[src/rtl/fifo_pkg.sv]
// Shared constants and types for the synchronous FIFO and its read-side stream adapter.
package fifo_pkg;
  localparam int FIFO_DATA_W     = 8;
  localparam int BEAT_COUNT_W    = 16;
  localparam int FIFO_RD_LATENCY = 1;
  // One slot per word that can be in flight behind a held head word.
  localparam int BUF_DEPTH       = FIFO_RD_LATENCY + 1;

  typedef logic [FIFO_DATA_W-1:0] fifo_word_t;
endpackage

[src/rtl/fifo_stream_adapter_if.sv]
// FIFO read port plus valid/ready stream and status; master = adapter side.
interface fifo_stream_adapter_if #(
  parameter int DATA_WIDTH  = 8,
  parameter int COUNT_WIDTH = 16
) ();
  logic [DATA_WIDTH-1:0]  data_in;
  logic                   empty;
  logic                   rd_en;
  logic                   m_valid;
  logic [DATA_WIDTH-1:0]  m_data;
  logic                   m_ready;
  logic [COUNT_WIDTH-1:0] beat_count;
  logic                   idle;

  modport master (
    input  data_in, empty, m_ready,
    output rd_en, m_valid, m_data, beat_count, idle
  );
  modport slave (
    output data_in, empty, m_ready,
    input  rd_en, m_valid, m_data, beat_count, idle
  );
endinterface

[src/rtl/stream_skid_buf.sv]
// 2-entry circular output buffer; push at tail, pop at head, both in one cycle allowed.
module stream_skid_buf #(
  parameter int DATA_WIDTH = 8
) (
  input  logic                  clk,
  input  logic                  rst_n,
  input  logic                  push,
  input  logic [DATA_WIDTH-1:0] push_data,
  input  logic                  pop,
  output logic [DATA_WIDTH-1:0] head_data,
  output logic [1:0]            occ
);
  logic [1:0][DATA_WIDTH-1:0] mem_q, mem_d;
  logic                       head_q, head_d;
  logic                       tail_q, tail_d;
  logic [1:0]                 occ_q, occ_d;

  always_comb begin
    mem_d  = mem_q;
    head_d = head_q;
    tail_d = tail_q;
    if (push) begin
      mem_d[tail_q] = push_data;
      tail_d        = ~tail_q;
    end
    if (pop) head_d = ~head_q;
    occ_d = occ_q + {1'b0, push} - {1'b0, pop};
  end

  always_ff @(posedge clk or negedge rst_n) begin
    if (!rst_n) begin
      mem_q  <= '0;
      head_q <= 1'b0;
      tail_q <= 1'b0;
      occ_q  <= 2'd0;
    end else begin
      mem_q  <= mem_d;
      head_q <= head_d;
      tail_q <= tail_d;
      occ_q  <= occ_d;
    end
  end

  assign head_data = mem_q[head_q];
  assign occ       = occ_q;
endmodule

[src/rtl/fifo_stream_adapter.sv]
// Drains a 1-cycle-latency FIFO read port into a full-throughput valid/ready stream.
module fifo_stream_adapter
  import fifo_pkg::*;
#(
  parameter int DATA_WIDTH  = FIFO_DATA_W,
  parameter int COUNT_WIDTH = BEAT_COUNT_W
) (
  input logic                  clk,
  input logic                  rst_n,
  fifo_stream_adapter_if.master bus
);
  logic                   inflight_q, inflight_d;
  logic [COUNT_WIDTH-1:0] beat_count_q, beat_count_d;
  logic [1:0]             occ, level;
  logic [DATA_WIDTH-1:0]  head_data;
  logic                   m_valid, pop, rd_en;

  assign m_valid = (occ != 2'd0);
  assign pop     = m_valid && bus.m_ready;

  // Slots committed after this edge; counting the pop lets a read issue in the
  // same cycle a word leaves, which is what sustains one beat per cycle.
  always_comb begin
    level        = occ + {1'b0, inflight_q} - {1'b0, pop};
    rd_en        = rst_n && !bus.empty && (level < 2'(BUF_DEPTH));
    inflight_d   = rd_en;
    beat_count_d = beat_count_q + COUNT_WIDTH'(pop);
  end

  always_ff @(posedge clk or negedge rst_n) begin
    if (!rst_n) begin
      inflight_q   <= 1'b0;
      beat_count_q <= '0;
    end else begin
      inflight_q   <= inflight_d;
      beat_count_q <= beat_count_d;
    end
  end

  stream_skid_buf #(.DATA_WIDTH(DATA_WIDTH)) u_buf (
    .clk       (clk),
    .rst_n     (rst_n),
    .push      (inflight_q),
    .push_data (bus.data_in),
    .pop       (pop),
    .head_data (head_data),
    .occ       (occ)
  );

  assign bus.rd_en      = rd_en;
  assign bus.m_valid    = m_valid;
  assign bus.m_data     = head_data;
  assign bus.beat_count = beat_count_q;
  assign bus.idle       = (occ == 2'd0) && !inflight_q && bus.empty;
endmodule
[src/flat_wrapper.sv]
// flat-port wrapper written by rule: the top's interface ports become plain ports
module fifo_stream_adapter_flat import fifo_pkg::*;
#(
  parameter int DATA_WIDTH  = FIFO_DATA_W,
  parameter int COUNT_WIDTH = BEAT_COUNT_W
)
  (clk, rst_n, bus_data_in, bus_empty, bus_m_ready, bus_rd_en, bus_m_valid, bus_m_data, bus_beat_count, bus_idle);
  fifo_stream_adapter_if #(.DATA_WIDTH(DATA_WIDTH), .COUNT_WIDTH(COUNT_WIDTH)) bus_i ();
  input logic clk;
  input logic rst_n;
  input wire logic [$bits(bus_i.data_in)-1:0] bus_data_in;
  input wire logic [$bits(bus_i.empty)-1:0] bus_empty;
  input wire logic [$bits(bus_i.m_ready)-1:0] bus_m_ready;
  output wire logic [$bits(bus_i.rd_en)-1:0] bus_rd_en;
  output wire logic [$bits(bus_i.m_valid)-1:0] bus_m_valid;
  output wire logic [$bits(bus_i.m_data)-1:0] bus_m_data;
  output wire logic [$bits(bus_i.beat_count)-1:0] bus_beat_count;
  output wire logic [$bits(bus_i.idle)-1:0] bus_idle;
  assign bus_i.data_in = bus_data_in;
  assign bus_i.empty = bus_empty;
  assign bus_i.m_ready = bus_m_ready;
  assign bus_rd_en = bus_i.rd_en;
  assign bus_m_valid = bus_i.m_valid;
  assign bus_m_data = bus_i.m_data;
  assign bus_beat_count = bus_i.beat_count;
  assign bus_idle = bus_i.idle;
  fifo_stream_adapter #(.DATA_WIDTH(DATA_WIDTH), .COUNT_WIDTH(COUNT_WIDTH)) u_core (.clk(clk), .rst_n(rst_n), .bus(bus_i));
endmodule
[config.mk]
export PLATFORM = sky130hd
export DESIGN_NAME = fifo_stream_adapter_flat
export DESIGN_NICKNAME = d
export VERILOG_FILES = /design/src/rtl/fifo_pkg.sv /design/src/rtl/fifo_stream_adapter_if.sv /design/src/rtl/stream_skid_buf.sv /design/src/rtl/fifo_stream_adapter.sv /design/src/flat_wrapper.sv
export SDC_FILE = /design/constraint.sdc
export NUM_CORES = 1
export LEC_CHECK = 0
export CAP_MARGIN = 10
export CORE_ASPECT_RATIO = 1.1
export CORE_UTILIZATION = 52
export CTS_CLUSTER_DIAMETER = 100
export DETAILED_ROUTE_END_ITERATION = 8
export GPL_ROUTABILITY_DRIVEN = 0
export PLACE_DENSITY = 0.92
export SLEW_MARGIN = 25
export SYNTH_ARGS = -nofsm -noshare
export SYNTH_HDL_FRONTEND = slang
export SYNTH_SLANG_ARGS = --single-unit
[constraint.sdc]
create_clock -name clk -period 3.3 [get_ports clk]
set_input_delay 0.99 -clock clk [delete_from_list [all_inputs] [get_ports clk]]
set_output_delay 0.99 -clock clk [all_outputs]
set_load 0.1 [all_outputs]
======== After elaboration in Yosys (flattened, before gate mapping) ========
Index checks and enable logic that the tools add are counted.
storage, ports and cells
  word-level logic and storage cells ...... 31
  input bits .............................. 12
  bits in registers ....................... 37
cells by class
  bitwise logic cells ..................... 2
  add/sub/neg operators ................... 3
  reductions and logical operators ........ 10
  multiplexer cells ....................... 5
  magnitude comparators ................... 4
operators with widths
  operator                                                    number
  two-way mux 8 bit                                           3
  adder 16 x 1 -> 16 bit                                      1
  bitwise mux 16 bit                                          1
  demux 8 bit (select 1 bit)                                  1
  logical AND 1 bit                                           6
  less-than comparator 1 x 2 -> 1 bit, second input constant  2
  adder 2 x 1 -> 2 bit                                        1
  zero test 1 bit                                             2
  zero test 2 bit                                             1
  less-than comparator 2 bit, second input constant           1
  inverter 1 bit                                              2
  nonzero test 2 bit                                          1
  subtractor 2 x 1 -> 2 bit                                   1
  greater-or-equal comparator 1 bit, second input constant    1

======== Depth between registers and ports, before layout ========
  word-level depth ........................ 5
  depth in mapped cells ................... 8
  gate-level depth less buffers ........... 8

======== Modules after synthesis ========
From an unflattened synthesis, not the netlist that was laid out.
second synthesis, totals
  cell total of the unflattened synthesis .. 120
  area total of the unflattened synthesis .. 1,679.1 um^2
modules (own cells, without submodules)
  module               instances  area an instance (um^2)  cells each  seq. area each (um^2)
  stream_skid_buf      1          874.6                    56          500.5
  fifo_stream_adapter  1          804.5                    64          425.4

======== Worst setup path after synthesis ========
No wires, ideal clock.
  kind .................................... reg2out
  start ................................... register u_core.u_buf.occ_q[1], in the netlist u_core.u_buf.occ[1]
  end ..................................... output port bus_idle
  stages on the path, launching flop included .. 3
  setup slack ............................. -0.914 ns
  data arrival time ....................... 3.224 ns
  cells stage by stage .................... dfrtp_1 > or2_2 > nor3b_1
between the ends
  cells in the longest elaborated chain, start to end .. 3
ends and longest elaborated chain
  element                          line                       text
  start, declared                  stream_skid_buf.sv:16      logic [1:0] occ_q, occ_d;
  start signal, assigned           stream_skid_buf.sv:35      occ_q <= 2'd0;
  start signal, assigned           stream_skid_buf.sv:40      occ_q <= occ_d;
  zero test 2 bit                  fifo_stream_adapter.sv:54  assign bus.idle = (occ == 2'd0) && !inflight_q && bus.empty;
  logical AND 1 bit (2 in series)  fifo_stream_adapter.sv:54
  end, declared                    flat_wrapper.sv:18         output wire logic [$bits(bus_i.idle)-1:0] bus_idle;
Every way passes these cells.

======== Worst setup path in the final report ========
  start ................................... input port bus_m_ready
  end ..................................... output port bus_rd_en
between the ends
  cells in the longest elaborated chain, start to end .. 4
ends and longest elaborated chain
  element                     line                       text
  start, declared             flat_wrapper.sv:13         input wire logic [$bits(bus_i.m_ready)-1:0] bus_m_ready;
  logical AND 1 bit           fifo_stream_adapter.sv:19  assign pop = m_valid && bus.m_ready;
  subtractor 2 x 1 -> 2 bit   fifo_stream_adapter.sv:24  level = occ + {1'b0, inflight_q} - {1'b0, pop};
  net u_core.level[1]         fifo_stream_adapter.sv:14  logic [1:0] occ, level;
  less-than comparator 2 bit  fifo_stream_adapter.sv:25  rd_en = rst_n && !bus.empty && (level < 2'(BUF_DEPTH));
  logical AND 1 bit           fifo_stream_adapter.sv:25
  end, declared               flat_wrapper.sv:14         output wire logic [$bits(bus_i.rd_en)-1:0] bus_rd_en;
The timed path passes the listed nets, and every way through them passes these cells.

==> reports/metrics.yaml <==
status: "finished, final reports clean"
synth_nets: 135
synthTopCellsByArea: "dfrtp_1 (57%), mux2_2 (17%), xnor2_1 (5.9%), xor2_1 (3.2%), ha_1 (2.3%)"
ant_nets: 0
vias: 1050
max_cap_viol_count: 0
yosysWarnings: 0
critPathArrivalTime_ns: 2.21
place_ws_ns: -0.348
routedWlPerCell_microns: 14.7
grt_max_degree: 38
grt_usage_pct: 19.8
synth_top_cell_by_area: "dfrtp_1"
rows: 20
clock_latency_ns: 0.34
initial_utilization_pct: 56.6
crit_start: "bus_m_ready"
dieArea_sq_um: 3360
hp-class: "flip-flop to flip-flop"
grt_setup_unrepaired: "no"
dpl.cell_count: 190
timing.hold.ws_ns: 0.498
ys_seq_elements: 37
synth-edff-count: 0
grt-ovfl-total: 0
worst_slew_margin_rel_pct: 51.6
antenna_found_initial: 0
r2r_end: "u_core.bus.beat_count[9]"
final_area_sq_um: 2090
avgViaCountPerCell: 5.30
cp-endpoint: "bus_rd_en"
ys_top_cells_by_count: "dfrtp_1 (37), mux2_2 (24), xnor2_1 (11)"
h-tree-depth: 2
postCtsSetupBuffers: 0
cts_made_buffers: 5
drc: 0
fin_crit_ns: 3.20
reg2reg_depth: 9
routed_wl_mm: 2.91
dieHeight_microns: 60.7
rr_startpoint: "u_core.u_buf.occ[1]"
critPathKind: "input port to output pin"
nets: 179
ctsRootBufferMaster: "clkbuf_4"
place_area_sq_um: 2030
min_period_over_period_pct: 97.1
setup_slack_ns: 0.0960
stdcell_count: 198
grt_pass1_vias: 1092
hold_viol: 0
setup_viol_count_final: 0
ys_seq_area_share_pct: 56.8
coreArea_sq_um: 2880
yosys.cell_types.count: 25
slew_viol_final: 0
drt_iter0_drc: 17
synth_top_area_share_pct: 56.8
cp-start-kind: "input port"
syn_area_per_cell_sq_um: 13.6
die_width_microns: 55.4
postSynthCellCount: 120
fmax_ghz: 0.312
finClkSkew_ns: 0.0101
crit_required_ns: 2.31
dp_hpwl_mm: 2.10
cts.sinks: 37
cp-end-kind: "output pin"
cts_tree: "done"
clk_pin_slew_ns: 0.10
top_level_ports: 39
areaGrowthSynthToFinish_pct: 28.5
clock_path_buffers: 2
drt_pass1_iterations: 4
yosysMostFrequentCell: "dfrtp_1"
ff2ff_setup_slack_ns: 1.50
min_path_cells: 1
drive_gt1_share_pct: 43.0
synth_top_flop_cell: "dfrtp_1"
diodes: 0
netlist_area_sq_um: 1630
grt_pass1_wl_mm: 5.00
worst_pin_slew_ns: 0.725
io_buffers: 38
cp_max_fo: 4
async_flop_share_pct: 100
[worst min path at each step]
stage                                    startpoint                        end  slack (ns)
after global placement    u_core.bus.beat_count[15]  u_core.bus.beat_count[15]        0.47
after CTS                 u_core.bus.beat_count[15]  u_core.bus.beat_count[15]        0.49
after global routing      u_core.bus.beat_count[15]  u_core.bus.beat_count[15]        0.51
final                     u_core.bus.beat_count[13]  u_core.bus.beat_count[13]        0.50
after floorplan                 u_core.u_buf.tail_q        u_core.u_buf.tail_q        0.46
after detailed placement  u_core.bus.beat_count[15]  u_core.bus.beat_count[15]        0.46
[registers in the layout (all words and copies together) (netlist names)]
signal / cells
u_core.inflight_q: 1
u_core.u_buf.mem_q: 16
u_core.bus.beat_count: 16
u_core.u_buf.head_q: 1
u_core.u_buf.occ: 2
u_core.u_buf.tail_q: 1
[stage by stage]
stage,setup TNS (ns),util [%]
after floorplan,-0.0440,-
after global placement,-0.227,70.6
after detailed placement,-0.348,70.6
after CTS,0,72.7
after global routing,0,72.7
final,0,72.7
[layer usage]
metal	up-vias	part of all wire, %	GRT usage [%]	routed length, microns
met3	2	6.6	7.68	191
met1	509	46	23.8	1320
met5	-	0	0	0
li1	506	-	-	-
met2	33	47	32.9	1380
met4	0	0.41	7.50	12
[final cells by class]
class / count / area [sq um]
Multi-Input combinational cell: 78 / 713
Inverter: 2 / 7.51
Sequential cell: 37 / 926
Fill cell: 204 / 785
Clock inverter: 2 / 10.0
Clock buffer: 6 / 41.3
Timing Repair Buffer: 40 / 354
Tap cell: 33 / 41.3
[worst max-delay path: stages]
cell             delay, ns
clkdlybuf4s15_2       0.23
nor4bb_4              0.30
a21oi_2               0.07
xnor2_2               0.17
nor3b_4               0.24
buf_12                0.21
[cells by family (layout without fill, tap and decap cells)]
kind of cell / Yosys count / after routing / synth area share, %
compound gates: 2 / 2 / 0.999
xor+xnor: 18 / 18 / 10.1
fa+ha+maj: 3 / 3 / 2.30
buf+inv: 5 / 50 / 1.77
flops: 37 / 37 / 56.8
mux: 24 / 24 / 16.6
simple gates: 31 / 31 / 11.4
[cell usage in the layout, fill, tap and decap left out, drive strengths merged]
master	n
a21oi	1
and3	2
and4	3
buf	29
clkbuf	6
clkdlybuf4s15	1
clkdlybuf4s50	10
clkinv	2
dfrtp	37
ha	3
inv	2
mux2	24
nand2	7
nand2b	1
nand3	7
nand4	2
nor2	3
nor2b	1
nor3	1
nor3b	2
nor4bb	1
o211ai	1
or2	1
xnor2	12
xor2	6
[timing repair]
item | CTS | global route
resized for setup | 4 | 0
setup endpoints to repair | 1 | 0
hold buffers | 0 | 0
Power is left out: the tool's default activity adds up to more than one toggle a clock period on the data nets, which glitch-free logic cannot reach.
